## src/rtl/nw_vc_credit_tracker_pkg.sv

```systemverilog
`default_nettype none
// ============================================================================
// Module   : nw_vc_credit_tracker_pkg
// Brief    : Shared types, sizing helpers and VC state encoding for the
//            output-port credit tracker (NW_functions).
// Revision : 1.0 - initial release
// ============================================================================
package nw_vc_credit_tracker_pkg;

  // Ceiling log2 with a floor of one bit, so a single-entry field still exists.
  function automatic int clogb2(input int value);
    int w;
    w = 0;
    for (int v = value - 1; v > 0; v = v >> 1) begin
      w++;
    end
    return (w < 1) ? 1 : w;
  endfunction

  localparam int NW_N         = 4;
  localparam int NW_BUF_DEPTH = 3;
  localparam int NW_VC_W      = clogb2(NW_N);
  localparam int NW_CNT_W     = clogb2(NW_BUF_DEPTH + 1);

  typedef logic [NW_VC_W-1:0]  vc_index_t;
  typedef logic [NW_CNT_W-1:0] credit_cnt_t;

  // Raw encodings kept as sized constants for legacy code that compares bits.
  localparam logic [1:0] ST_FREE   = 2'd0;
  localparam logic [1:0] ST_ACTIVE = 2'd1;
  localparam logic [1:0] ST_DRAIN  = 2'd2;

  typedef enum logic [1:0] {
    FREE   = ST_FREE,
    ACTIVE = ST_ACTIVE,
    DRAIN  = ST_DRAIN
  } vc_state_t;

endpackage
`default_nettype wire

```

## src/rtl/nw_vc_credit_tracker_ctr.sv

```systemverilog
`default_nettype none
// ============================================================================
// Module   : nw_vc_credit_ctr
// Brief    : Credit counter plus FREE/ACTIVE/DRAIN state machine for one
//            downstream virtual channel. Optional protocol checking is
//            compiled in with NW_CREDIT_ERR_EN.
// Revision : 1.0 - initial release
// ============================================================================
module nw_vc_credit_ctr
  import nw_vc_credit_tracker_pkg::*;
#(
  parameter int BUF_DEPTH = NW_BUF_DEPTH,
  parameter int CW        = clogb2(BUF_DEPTH + 1)
) (
  input  logic          clk,
  input  logic          rst_n,
  input  logic          dec,
  input  logic          inc,
  input  logic          tail,
  input  logic          alloc,
`ifdef NW_CREDIT_ERR_EN
  output logic          proto_err,
`endif
  output logic [CW-1:0] cnt,
  output logic          free,
  output logic          has_credit
);

  localparam logic [CW-1:0] FULL = CW'(BUF_DEPTH);

  logic [CW-1:0] cnt_next;
  vc_state_t     state;
  vc_state_t     state_next;

  // Saturating credit update; a simultaneous send and return cancel out.
  always_comb begin
    cnt_next = cnt;
    if (dec && !inc && (cnt != '0)) begin
      cnt_next = cnt - 1'b1;
    end else if (inc && !dec && (cnt != FULL)) begin
      cnt_next = cnt + 1'b1;
    end
  end

  // VC lifecycle; DRAIN looks at the post-update count so the last credit frees it.
  always_comb begin
    state_next = state;
    case (state)
      FREE:    if (alloc)       state_next = ACTIVE;
      ACTIVE:  if (dec && tail) state_next = DRAIN;
      DRAIN:   if (cnt_next == FULL) state_next = FREE;
      default: state_next = FREE;
    endcase
  end

  // Counter and state registers, cleared to a full, free VC on reset.
  always_ff @(posedge clk) begin
    if (!rst_n) begin
      cnt   <= FULL;
      state <= FREE;
    end else begin
      cnt   <= cnt_next;
      state <= state_next;
    end
  end

  assign free       = (state == FREE);
  assign has_credit = (cnt != '0);

`ifdef NW_CREDIT_ERR_EN
  // Flags underflow, overflow, re-allocation of a busy VC and sending on a non-ACTIVE VC.
  always_comb begin
    proto_err = (dec && !inc && (cnt == '0))
              | (inc && !dec && (cnt == FULL))
              | (alloc && (state != FREE))
              | (dec && (state != ACTIVE));
  end
`endif

endmodule
`default_nettype wire

```

## src/rtl/nw_vc_credit_tracker.sv

```systemverilog
`default_nettype none
// ============================================================================
// Module   : nw_vc_credit_tracker
// Brief    : Per-output-port credit and VC status tracker. Mirrors downstream
//            VC buffer occupancy, reports free VCs to the VC allocator and
//            credit availability to the switch allocator.
//            Macro NW_CREDIT_ERR_EN enables the sticky protocol-error flag.
// Revision : 1.0 - initial release
// ============================================================================
module nw_vc_credit_tracker
  import nw_vc_credit_tracker_pkg::*;
#(
  parameter int N         = NW_N,
  parameter int BUF_DEPTH = NW_BUF_DEPTH,
  parameter int VC_W      = clogb2(N),
  parameter int CW        = clogb2(BUF_DEPTH + 1)
) (
  input  logic            clk,
  input  logic            rst_n,
  input  logic            flit_valid,
  input  logic [VC_W-1:0] flit_vc,
  input  logic            flit_tail,
  input  logic            credit_valid,
  input  logic [VC_W-1:0] credit_vc,
  input  logic [N-1:0]    vc_alloc,
  output logic [N-1:0]    vc_free,
  output logic [N-1:0]    vc_has_credit,
  output logic [N*CW-1:0] credit_cnt,
  output logic            err
);

`ifdef NW_CREDIT_ERR_EN
  logic [N-1:0] vc_err;
`endif

  for (genvar i = 0; i < N; i++) begin : g_vc
    logic dec;
    logic inc;

    assign dec = flit_valid   && (flit_vc   == VC_W'(i));
    assign inc = credit_valid && (credit_vc == VC_W'(i));

    nw_vc_credit_ctr #(
      .BUF_DEPTH (BUF_DEPTH),
      .CW        (CW)
    ) u_ctr (
      .clk        (clk),
      .rst_n      (rst_n),
      .dec        (dec),
      .inc        (inc),
      .tail       (flit_tail),
      .alloc      (vc_alloc[i]),
`ifdef NW_CREDIT_ERR_EN
      .proto_err  (vc_err[i]),
`endif
      .cnt        (credit_cnt[i*CW +: CW]),
      .free       (vc_free[i]),
      .has_credit (vc_has_credit[i])
    );
  end

`ifdef NW_CREDIT_ERR_EN
  // Sticky error: any per-VC violation latches until reset.
  always_ff @(posedge clk) begin
    if (!rst_n) begin
      err <= 1'b0;
    end else if (|vc_err) begin
      err <= 1'b1;
    end
  end
`else
  assign err = 1'b0;
`endif

endmodule
`default_nettype wire

```

## config.mk

```make
export PLATFORM = sky130hd
export DESIGN_NAME = nw_vc_credit_tracker
export DESIGN_NICKNAME = d
export VERILOG_FILES = /design/src/rtl/nw_vc_credit_tracker_pkg.sv /design/src/rtl/nw_vc_credit_tracker_ctr.sv /design/src/rtl/nw_vc_credit_tracker.sv
export SDC_FILE = /design/constraint.sdc
export NUM_CORES = 1
export LEC_CHECK = 0
export BUFFER_PORTS_ARGS = -buffer_cell sky130_fd_sc_hd__buf_4
export CAP_MARGIN = 20
export CORE_UTILIZATION = 57
export CTS_BUF_LIST = sky130_fd_sc_hd__clkbuf_16
export DETAILED_ROUTE_END_ITERATION = 7
export PLACE_DENSITY = 0.87
export SETUP_SLACK_MARGIN = 0.2
export SYNTH_ARGS = -nofsm -noshare
export SYNTH_HDL_FRONTEND = slang
export SYNTH_SLANG_ARGS = --single-unit
```

## constraint.sdc

```tcl
create_clock -name clk -period 4.1 [get_ports clk]
set_clock_uncertainty 0.2 [all_clocks]
set_input_delay 0.82 -clock clk [delete_from_list [all_inputs] [get_ports clk]]
set_output_delay 0.82 -clock clk [all_outputs]
set_load 0.02 [all_outputs]
```

==> results of run 1 <==
## layout by cell type, fill, tap and decap left out, types with 2 or more instances in the layout
| cell | synthesis | final |
|---|---|---|
| buf_4 | 10 | 28 |
| nor4b_2 | 2 | 2 |
| nor2b_1 | 4 | 4 |
| ha_1 | 8 | 8 |
| nor3b_1 | 3 | 3 |
| nand2_1 | 5 | 5 |
| a21oi_1 | 3 | 3 |
| o211ai_1 | 3 | 3 |
| o21ai_0 | 2 | 2 |
| o21ai_1 | 5 | 5 |
| nor2_1 | 10 | 10 |
| o21a_1 | 2 | 2 |
| nand4_1 | 3 | 3 |
| o311ai_1 | 2 | 2 |
| dfxtp_1 | 16 | 16 |
| nand3_1 | 6 | 6 |
| nor3_1 | 5 | 5 |
| inv_1 | 16 | 16 |
| mux2i_1 | 2 | 2 |
| nand3b_1 | 5 | 5 |
| clkbuf_16 | 0 | 3 |
| a211oi_1 | 2 | 2 |
| o22ai_1 | 2 | 2 |
## synth_stat cells, types with 2 or more instances
cell	number	area, um2
a211oi_1	2	15.0
a21oi_1	3	15.0
buf_4	10	75.1
dfxtp_1	16	320
ha_1	8	100
inv_1	16	60.1
mux2i_1	2	20.0
nand2_1	5	18.8
nand3_1	6	30.0
nand3b_1	5	37.5
nand4_1	3	18.8
nor2_1	10	37.5
nor2b_1	4	25.0
nor3_1	5	25.0
nor3b_1	3	22.5
nor4b_2	2	30.0
o211ai_1	3	22.5
o21a_1	2	15.0
o21ai_0	2	10.0
o21ai_1	5	25.0
o22ai_1	2	12.5
o311ai_1	2	17.5
## worst max-delay path: stages, from the launching register on
cell and delay (ps):
dfxtp_1 440, inv_1 100, ha_1 260, inv_1 70, buf_4 130
## metal layers
layer	GRT usage	part of all wire	up-vias
li1	-	-	568
met1	0.276	0.45	535
met2	0.458	0.51	24
met3	0.0467	0.032	5
met4	0.123	0.013	0
met5	0	0	-
## sequential cells by signal (all words and copies together) (netlist names)
register and flops:
g_vc.u_ctr.cnt 8, g_vc.u_ctr.state 8
## cell type report
type / count / area (um2) / area share
multi-input cells: 102 / 776 / 0.526
inverters: 16 / 60.1 / 0.0407
repair buffers: 28 / 210 / 0.142
flip-flops and latches: 16 / 320 / 0.217
well taps: 27 / 33.8 / 0.0229
clock buffers: 3 / 75.1 / 0.0509
## through the flow
stage | utilization | setup WS, ps | power [mW] | instances | cell area [um2]
after floorplan | - | 1940 | 0.341 | 146 | 1250
after global placement | 0.699 | 1870 | 0.391 | 189 | 1400
after detailed placement | 0.699 | 1810 | 0.400 | 189 | 1400
after CTS | 0.737 | 1840 | 0.590 | 192 | 1480
after global routing | 0.737 | 1770 | 0.618 | 192 | 1480
final | 0.737 | 1830 | 0.588 | 192 | 1480
## how the worst max path moves through the flow
stage	start	end	cells after the start
after floorplan	credit_valid	g_vc[0].u_ctr.state[1]$_SDFFE_PN0P_	5
after global placement	credit_vc[0]	g_vc[0].u_ctr.state[1]$_SDFFE_PN0P_	5
after detailed placement	flit_valid	g_vc[2].u_ctr.state[1]$_SDFFE_PN0P_	5
after CTS	g_vc[1].u_ctr.cnt[0]$_SDFF_PN1_	vc_has_credit[1]	4
after global routing	g_vc[1].u_ctr.cnt[0]$_SDFF_PN1_	vc_has_credit[1]	4
final	g_vc[1].u_ctr.cnt[0]$_SDFF_PN1_	vc_has_credit[1]	4
## power by group
group          switching [mW]  total (mW)  internal (mW)
combinational           0.108       0.200         0.0925
clock                  0.0589       0.187          0.128
sequential             0.0264       0.201          0.175
total                   0.193       0.588          0.395
## cell families after synthesis
family,Yosys count
simple gates,57
compound gates,32
buf+inv,28
flops,16
fa+ha+maj,8
mux,3
other cells,1
xor+xnor,1
==> impl_summary.log, run 1 <==
INFO  metric maxClockFrequency = 0.440 GHz
INFO  metric fin_tns_setup = 0 ps
INFO  metric place.port_buffers = 28
INFO  metric grt_pass1_vias = 1133
INFO  metric place_congestion = 0.874
INFO  metric antennaDiodeCount = 0
INFO  metric grt_pass1_wl = about 4700 um
INFO  metric synthesis.area_per_instance = 8.54 um2
INFO  metric yosysSeqAreaShare = 0.257
INFO  metric share_of_final_layout_standard_cells_stronger_than_drive_strength_1 = 0.255
INFO  metric tritoncts = yes
INFO  metric synth_top_family_by_area = simple AND/OR/NAND/NOR gates
INFO  metric die_area = 0.00238 mm2
INFO  metric timing.final.crit_share = 0.554
INFO  metric area_delta_synth_final = 18.3%
INFO  metric maxCapViolations = 0
INFO  metric cts_repair_resize_count = 0
INFO  metric detail-route-antenna-nets = 0
INFO  metric kind_of_start_point_of_the_critical_path = register
INFO  metric setup_viol_count_final = 0
INFO  metric htreeDepth = 1
INFO  metric synth_nets = 167
INFO  metric run_status = finished, final reports clean
INFO  metric critPathKind = reg -> out
INFO  metric drt_first_iter_violations = 24
INFO  metric worst_r2r_startpoint = g_vc[2].u_ctr.cnt[0]$_SDFF_PN1_
INFO  metric grt_antenna_before_repair = 0
INFO  metric die_x = 48.8 um
INFO  metric cts_setup_buffers = 0
INFO  metric ctsLongestPathBuffers = 2
INFO  metric post_drt_wl_per_cell = 14.2 um
INFO  metric core_area = 0.00200 mm2
INFO  metric largest_fanout_of_any_net_on_the_critical_path = 7
INFO  metric finalWirelength = roughly 2700 um
INFO  metric rsz0062_at_grt = false
INFO  metric global_route.usage.total = 0.251
INFO  metric synth_edf_count = 0
INFO  metric synth_compound_area_frac = 0.191
INFO  metric min_delay_worst_endpoint = g_vc[1].u_ctr.state[0]$_SDFFE_PN0P_
INFO  metric cts_made_buffers = 3
INFO  metric final.fill_count = 156
INFO  metric globalRoute.totalOverflow = 0
INFO  metric number_of_pins_exceeding_their_max_slew_limit_in_the_final_report = 0
INFO  metric start_util = 0.623
INFO  metric ys_warn_count = 0
INFO  metric yosys.cell_types.count = between 50 and 60
INFO  metric grt_max_degree = 18
INFO  metric area_of_the_mapped_netlist = 0.00125 mm2
INFO  metric r2r_end = g_vc[2].u_ctr.state[1]$_SDFFE_PN0P_
INFO  metric dominantRegCellSynth = dfxtp_1
INFO  metric nets = ~190
INFO  metric reg2reg_slack = 2330 ps
INFO  metric drc_errors = 0
INFO  metric min_period = 2270 ps
INFO  metric min_delay_path_depth = 1
INFO  metric synth_xor_xnor_area_share = 0.00702
INFO  metric critPathCaptureType = output pin
INFO  metric pin_count = 30
INFO  metric power.density_cell_area = 399 mW/mm2
INFO  metric rr_worst_depth = 4
INFO  metric dieHeight = 48.8 um
INFO  metric hold_slack = about 270 ps
INFO  metric hold_class = reg -> reg
INFO  metric synth.area.mux_share = 0.0251
INFO  metric drt_pre_antenna_iters = 5
INFO  metric via_per_inst = between 5 and 6
INFO  metric clkLatencyLatePin = around 250 ps
INFO  metric required = 3080 ps
INFO  metric final_hold_viol_count = 0
INFO  metric cts_root_buf = clkbuf_16
INFO  metric place_hpwl = 1970 um
INFO  metric clock_slew_seen_by_the_registers_of_the_worst_setup_and_hold_paths = ~50 ps
INFO  metric power.ir.vdd_worst = 296 uV
INFO  metric post_synthesis_share_of_cell_area_spent_on_and_or_nand_and_nor_gates = 0.316
INFO  metric post_synth_fa_ha_maj_area_fraction = 0.0802
INFO  metric tritoncts_num_sinks = 16
INFO  metric yosys_reg_bits = 16
INFO  metric post_synthesis_cell_count = between 100 and 150
INFO  metric asyncSetResetFlopFracSynth = 0
INFO  metric timing.hold.worst.start = g_vc[1].u_ctr.state[1]$_SDFFE_PN0P_
INFO  metric route.vias.total = between 1000 and 1500
INFO  metric cp_data_arrival_time = 1250 ps
INFO  metric hold_buf_cts = 0
INFO  metric floorplan.rows = 16
INFO  metric leakagePower = between 0.6 and 0.7 nW
(Power assumes the default switching activity.)
==> run 2, diff against run 1 <==
ABC_AREA = 1   (was not set)
CORE_UTILIZATION = 52   (was 57)
PLACE_DENSITY = 0.82   (was 0.87)
clock period = 2.4 ns   (was 4.1 ns; I/O delays follow)
==> run 2 against run 1 <==
  * Sequential share of layout area grew 1.4 points
  * Clock-buffer cell count is the same
  * Register-to-register slack lost 1600 ps
  * Synthesized cell count grew 25%
  * Utilization shrank 4.4 points
  * Power grew 37%
  * Sequential power grew 50%
  * Combinational power shrank 5%
  * Die area grew 0.16%
  * Global-route usage shrank 3.1 points
  * Cell area shrank 5.9%
  * Routed wire length shrank 6.9%
  * Largest cell class unchanged
==> impl_summary.log, run 2 <==
INFO  metric global_route.usage.total = 0.220 (-0.0310)
INFO  metric die_x = 48.8 um (about the same)
INFO  metric post_synth_main_area_contributors = dfxtp_1 (28%), nand2_1 (14%), inv_1 (12%)
INFO  metric floorplan.rows = 16 (unchanged)
INFO  metric maxCapViolations = 0 (unchanged)
INFO  metric synth_edf_count = 0 (unchanged)
INFO  metric place.port_buffers = 28 (unchanged)
INFO  metric final_core_utilization = 0.693 (-0.0437)
INFO  metric placed_cells_incl_taps = 227 (+20%)
INFO  metric critPathCaptureType = output pin
INFO  metric final_common_cell = nand2_1
INFO  metric power.ir.vdd_worst = 416 uV (+41%)
INFO  metric crit_chain = inv_1 -> ha_1 -> inv_1 -> buf_4
INFO  metric post_synth_most_frequent_cells = nand2_1 (41), inv_1 (36), nand3_1 (24)
INFO  metric dominantRegCellSynth = dfxtp_1
INFO  metric grt_max_degree = 10 (-8)
INFO  metric yosys.cell_types.count = 20 (-62%)
INFO  metric hold_slack = 282 ps (+9.41 ps)
INFO  metric yosysSeqAreaShare = 0.281 (+0.0242)
INFO  metric required = 1720 ps (-1360 ps)
INFO  metric setup_viol_count_final = 0 (unchanged)
INFO  metric finalInstanceArea = 0.00139 mm2 (-5.9%)
INFO  metric place_congestion = 0.804 (-8.0%)
INFO  metric power.total = 805 uW (+37%)
INFO  metric hold_buf_cts = 0 (unchanged)
INFO  metric synthesis.area_per_instance = 6.26 um2 (-27%)
INFO  metric drt_first_iter_violations = 20 (-17%)
INFO  metric clkLatencyLatePin = 240 ps (about the same)
INFO  metric final_hold_viol_count = 0 (unchanged)
INFO  metric post-place-ws = 600 ps (-1210 ps)
INFO  metric grt_use_met2 = 0.398 (-0.0602)
INFO  metric fin_tns_setup = 0 ps (unchanged)
INFO  metric share_of_final_layout_standard_cells_stronger_than_drive_strength_1 = 0.212 (-0.0427)
INFO  metric cts_root_buf = clkbuf_16
INFO  metric largest_fanout_of_any_net_on_the_critical_path = 4 (-3)
INFO  metric place_hpwl = 1940 um (-1.6%)
INFO  metric grt_antenna_before_repair = 0 (unchanged)
INFO  metric nets = 226 (+20%)
INFO  metric layout.cells.most_common_list = nand2_1 (41), inv_1 (36), buf_4 (28), nand3_1 (24), dfxtp_1 (16)
INFO  metric final.fill_count = 184 (+18%)
INFO  metric biggestRegsByFlops = g_vc.u_ctr.cnt x8, g_vc.u_ctr.state x8
INFO  metric cts_made_buffers = 3 (unchanged)
INFO  metric detail-route-antenna-nets = 0 (unchanged)
INFO  metric yosys_reg_bits = 16 (unchanged)
INFO  metric core_area = 0.00200 mm2 (unchanged)
INFO  metric dieHeight = 48.8 um (about the same)
INFO  metric finish.cell_count_without_fillers = 230 (+20%)
INFO  metric critPathKind = reg -> out
INFO  metric most_frequent_cell_after_synthesis = nand2_1
INFO  metric run_status = finished, final reports clean
INFO  metric min_delay_worst_endpoint = g_vc[1].u_ctr.cnt[0]$_SDFF_PN1_
INFO  metric timing.hold.worst.start = rst_n
INFO  metric globalRoute.totalOverflow = 0 (unchanged)
INFO  metric tritoncts = yes
INFO  metric area_delta_synth_final = 21.7%
INFO  metric rr_worst_depth = 7 (+3)
INFO  metric asyncSetResetFlopFracSynth = 0 (unchanged)
INFO  metric drc_errors = 0 (unchanged)
INFO  metric grt_pass1_wl = 4130 um (-12%)
INFO  metric cts_setup_buffers = 0 (unchanged)
INFO  metric grt_pass1_vias = 1037 (-8.5%)
INFO  metric worst_r2r_startpoint = g_vc[3].u_ctr.cnt[0]$_SDFF_PN1_
INFO  metric min_delay_path_depth = 2 (+1)
INFO  metric maxClockFrequency = 0.552 GHz
INFO  metric ys_warn_count = 0 (unchanged)
INFO  metric post_synthesis_cell_count = 182 (+25%)
INFO  metric reg2reg_slack = 760 ps (-1570 ps)
INFO  metric die_area = 0.00238 mm2 (+0.16%)
INFO  metric kind_of_start_point_of_the_critical_path = register
INFO  metric gr-usage-met1 = 0.257 (-0.0193)
INFO  metric area_of_the_mapped_netlist = 0.00114 mm2 (-8.6%)
INFO  metric leakagePower = 0.764 nW (+13%)
INFO  metric power.density_cell_area = 580 mW/mm2 (+46%)
INFO  metric critPathSlowestCell = dfxtp_1
INFO  metric clock_slew_seen_by_the_registers_of_the_worst_setup_and_hold_paths = 50 ps (about the same)
INFO  metric cpPeakStageDelay = 380 ps (-60 ps)
INFO  metric drt_pre_antenna_iters = 4 (-1)
INFO  metric post-route-worst-setup-slack = 587 ps (-1240 ps)
INFO  metric synth_nets = 203 (+22%)
INFO  metric pin_count = 30 (unchanged)
INFO  metric yosysTopAreaCell = dfxtp_1
INFO  metric antennaDiodeCount = 0 (unchanged)
INFO  metric rsz0062_at_grt = false
INFO  metric via_per_inst = 4.98 (-16%)
INFO  metric detailed_place.area = 0.00131 mm2 (-6.3%)
INFO  metric cts_repair_resize_count = 0 (unchanged)
INFO  metric start_util = 0.569 (-0.0537)
INFO  metric hold_class = in -> reg
INFO  metric timing.final.crit_share = 0.755
INFO  metric cp_data_arrival_time = 1130 ps (-120 ps)
INFO  metric number_of_pins_exceeding_their_max_slew_limit_in_the_final_report = 0 (unchanged)
INFO  metric htreeDepth = 1 (unchanged)
INFO  metric min_period = 1810 ps
INFO  metric ctsLongestPathBuffers = 2 (unchanged)
INFO  metric r2r_end = g_vc[3].u_ctr.cnt[1]$_SDFF_PN1_
INFO  metric post-synth-top-area-fraction = 0.281 (+0.0242)
INFO  metric post_drt_wl_per_cell = 11.0 um (-22%)
INFO  metric route.vias.total = 1145 (+1.1%)
INFO  metric grt.busiest_layer = met2
INFO  metric critical_path.most_common_cell = inv_1
INFO  metric tritoncts_num_sinks = 16 (unchanged)
INFO  metric finalWirelength = 2530 um (-6.9%)
INFO  metric grt_util_met3 = 0.0280 (-0.0187)
[run 2: changes by cell type in the layout (fill, tap and decap cells not counted), sizes merged, moves of 5 or more]
cell    previous run  this run
nand3b             5         0
inv               16        38
nor3               6         0
a21oi              3         8
nor2              10        21
nand2              5        44
nand3              6        24
[run 2: where the power goes]
part	switching, mW	internal [mW]
registers	0.0154	0.285
clock network	0.0965	0.218
logic	0.116	0.0738
total	0.228	0.577
[run 2: worst max-delay path, delay by kind of cell (launching register included)]
kind                       cells  cell delay [ps]
buffers and inverters          3              320
DFF                            1              380
adders and majority gates      1              190
[run 2: routing by layer]
layer / up-vias / wire length, um
met3: 8 / 80
met1: 512 / 1160
met4: 0 / 59
met5: - / 0
li1: 594 / -
met2: 31 / 1230
[run 2: kinds of logic (layout without fill, tap and decap cells)]
kind of cell               Yosys count  after routing  synth area share
AOI/OAI and AO/OA                   13             13            0.0604
and+or+nand+nor                     95             95             0.377
other                                1              1           0.00329
DFF                                 16             16             0.281
buffers and inverters               49             70             0.191
adders and majority gates            8              8            0.0878
[run 2: worst max path at each step]
| stage | slack [ps] | start | to | cells after the start |
|---|---|---|---|---|
| global route | 500 | g_vc[0].u_ctr.cnt[0]$_SDFF_PN1_ | vc_has_credit[0] | 4 |
| global placement | 620 | flit_vc[0] | g_vc[2].u_ctr.state[1]$_SDFFE_PN0P_ | 12 |
| CTS | 580 | g_vc[0].u_ctr.cnt[0]$_SDFF_PN1_ | vc_has_credit[0] | 4 |
| finish | 590 | g_vc[1].u_ctr.cnt[0]$_SDFF_PN1_ | vc_has_credit[1] | 4 |
| detailed placement | 600 | flit_vc[0] | g_vc[2].u_ctr.state[1]$_SDFFE_PN0P_ | 12 |
| floorplan | 770 | g_vc[3].u_ctr.cnt[0]$_SDFF_PN1_ | g_vc[3].u_ctr.cnt[1]$_SDFF_PN1_ | 7 |
[run 2: layout make-up]
type	instances	area, um2	share of cell area
Multi-Input combinational cell	117	602	0.434
Sequential cell	16	320	0.231
Timing Repair Buffer	28	210	0.151
Inverter	39	146	0.106
Clock buffer	3	75.1	0.0541
Tap cell	27	33.8	0.0243
==> run 3, diff against run 2 <==
ABC_AREA = 0   (was 1)
CORE_UTILIZATION = 53   (was 52)
clock period = 1.67 ns   (was 2.4 ns; I/O delays follow)
==> run 3 against run 2 <==
  * The flow now finishes with violations (setup timing)
  * Utilization grew 28 points
  * Critical path depth increased by 3
  * Die area up 7.1%
  * Clock-buffer cell count is the same
  * Critical path type is now reg -> reg
  * Largest power group is now combinational logic
  * Highest routed layer unchanged
==> impl_summary.log, run 3 (same netlist as run 1, synthesis figures left out) <==
INFO  metric run_status = finished with violations
INFO  metric violations_in_the_final_reports = setup timing
INFO  metric drt_first_iter_violations = 136 (+580%)
INFO  metric worst_r2r_startpoint = g_vc[2].u_ctr.cnt[0]$_SDFF_PN1_
INFO  metric fin_tns_setup = -32.8 ps (-32.8 ps)
INFO  metric detail-route-antenna-nets = 0 (unchanged)
INFO  metric cts_root_buf = clkbuf_16
INFO  metric maxClockFrequency = roughly 0.59 GHz
INFO  metric critPathCaptureType = register
INFO  metric antennaDiodeCount = 0 (unchanged)
INFO  metric final_common_cell = buf_4
INFO  metric finish.cell_count_without_fillers = 231 (+0.43%)
INFO  metric final_core_utilization = 0.978 (+0.285)
INFO  metric drc_errors = 0 (unchanged)
INFO  metric via_per_inst = 7.20 (+45%)
INFO  metric critical_path.startpoint = g_vc[2].u_ctr.cnt[0]$_SDFF_PN1_
INFO  metric post-route-worst-setup-slack = -16.2 ps (-603 ps)
INFO  metric layout.cells.most_common_list = buf_4 (48), buf_6 (14), nor2_1 (8), dfxtp_4 (8)
INFO  metric min_period = 1690 ps
INFO  metric die_area = 0.00255 mm2 (+7.1%)
INFO  metric rsz0062_at_grt = true
INFO  metric crit_chain = buf_4 -> inv_4 -> ha_4 -> inv_4 -> and3_4 -> or3_1 -> o311ai_1
INFO  metric number_of_pins_exceeding_their_max_slew_limit_in_the_final_report = 0 (unchanged)
INFO  metric dr_wl_met2 = 2930 um (+140%)
INFO  metric placed_cells_incl_taps = 198 (-13%)
INFO  metric biggestRegsByFlops = g_vc.u_ctr.cnt x8, g_vc.u_ctr.state x8
INFO  metric grt_pass1_wl = 6470 um (+57%)
INFO  metric dieHeight = 50.5 um (+3.5%)
INFO  metric global_route.usage.total = 0.350 (+0.130)
INFO  metric drt_pre_antenna_iters = 5 (+1)
INFO  metric finalWirelength = 6170 um (+140%)
INFO  metric detailed_place.area = 0.00158 mm2 (+20%)
INFO  metric grt_pass1_vias = 1381 (+33%)
INFO  metric cp_data_arrival_time = 1630 ps (+500 ps)
INFO  metric post-place-ws = -75.6 ps (-676 ps)
INFO  metric hold_class = in -> reg
INFO  metric critPathKind = reg -> reg
INFO  metric power.density_cell_area = 912 mW/mm2 (+57%)
INFO  metric ctsLongestPathBuffers = 2 (unchanged)
INFO  metric finalInstanceArea = 0.00216 mm2 (+56%)
INFO  metric start_util = 0.564 (-0.00546)
INFO  metric largest_fanout_of_any_net_on_the_critical_path = 6 (+2)
INFO  metric floorplan.rows = 17 (+1)
INFO  metric die_x = 50.5 um (+3.5%)
INFO  metric required = 1620 ps (-100 ps)
INFO  metric htreeDepth = 1 (unchanged)
INFO  metric setup_viol_count_final = 3 (+3)
INFO  metric cpPeakStageDelay = 380 ps (about the same)
INFO  metric share_of_final_layout_standard_cells_stronger_than_drive_strength_1 = 0.635 (+0.424)
INFO  metric grt_max_degree = 17 (+7)
INFO  metric kind_of_start_point_of_the_critical_path = register
INFO  metric met3_wirelength = 679 um (+750%)
INFO  metric timing.final.crit_share = 1.01
INFO  metric grt_antenna_before_repair = 0 (unchanged)
INFO  metric globalRoute.totalOverflow = 0 (unchanged)
INFO  metric place.port_buffers = 28 (unchanged)
INFO  metric critical_path.most_common_cell = inv_4
INFO  metric timing.hold.worst.start = vc_alloc[2]
INFO  metric power.ir.vdd_worst = 829 uV (+99%)
INFO  metric place_hpwl = 2290 um (+18%)
INFO  metric clkLatencyLatePin = 250 ps (about the same)
INFO  metric nets = 226 (unchanged)
INFO  metric pin_count = 30 (unchanged)
INFO  metric post_drt_wl_per_cell = 26.7 um (+140%)
INFO  metric cts_made_buffers = 3 (unchanged)
INFO  metric core_area = 0.00221 mm2 (+10%)
INFO  metric critical_path_buf_inv_count = 3 (unchanged)
INFO  metric final_hold_viol_count = 0 (unchanged)
INFO  metric route.vias.total = 1664 (+45%)
INFO  metric place_congestion = 0.790 (-1.8%)
INFO  metric clock_slew_seen_by_the_registers_of_the_worst_setup_and_hold_paths = 50 ps (about the same)
INFO  metric tritoncts_num_sinks = 16 (unchanged)
INFO  metric critPathSlowestCell = or3_1
INFO  metric tritoncts = yes
INFO  metric top_signal_layer_used = met4
INFO  metric area_delta_synth_final = 73.4%
INFO  metric leakagePower = 0.903 nW (+18%)
INFO  metric hold_buf_cts = 0 (unchanged)
INFO  metric maxCapViolations = 0 (unchanged)
INFO  metric met1_length = 2030 um (+75%)
INFO  metric timing.critical_path.max_delay_family = simple AND/OR/NAND/NOR gates
[run 3: worst paths after layout]
kind                                          to  slack [ps]  cells after the start
max              g_vc[2].u_ctr.cnt[1]$_SDFF_PN1_         -20                      7
min          g_vc[2].u_ctr.state[0]$_SDFFE_PN0P_         170                      2
max reg2reg      g_vc[2].u_ctr.cnt[1]$_SDFF_PN1_         -20                      7
min reg2reg  g_vc[1].u_ctr.state[0]$_SDFFE_PN0P_         320                      1
[run 3: cell type report]
| type | count | area (um2) |
|---|---|---|
| Clock buffer | 3 | 75.1 |
| Fill cell | 30 | 48.8 |
| Inverter | 16 | 77.6 |
| Multi-Input combinational cell | 102 | 1040 |
| Sequential cell | 16 | 352 |
| Tap cell | 28 | 35.0 |
| Timing Repair Buffer | 66 | 588 |
[run 3: stage by stage]
step / hold slack [ps] / total power [mW]
global route: 166 / 2.01
CTS: 165 / 1.72
detailed placement: 266 / 1.09
global placement: 261 / 1.05
floorplan: 237 / 0.912
finish: 170 / 1.97
[run 3: timing repair]
item                                    in CTS  in global routing
pin swaps                                   14                 15
endpoints found under the setup margin      15                 16
resized for setup                           30                 39
buffers inserted                            23                  7
gates cloned                                 0                  0
[run 3: per-layer routing]
| metal | GRT usage | vias up |
|---|---|---|
| li1 | - | 648 |
| met1 | 0.363 | 782 |
| met2 | 0.633 | 171 |
| met3 | 0.0515 | 63 |
| met4 | 0.250 | 0 |
| met5 | 0 | - |
[run 3: power breakdown]
| group | internal (mW) | switching [mW] |
|---|---|---|
| combinational | 0.466 | 0.492 |
| sequential | 0.444 | 0.0810 |
| clock | 0.316 | 0.174 |
[run 3: worst reg2reg max path, cell delays in order, from the launching register on]
cell,delay (ps)
dfxtp_4,360
buf_4,140
inv_4,60
ha_4,140
inv_4,40
and3_4,170
or3_1,380
o311ai_1,100
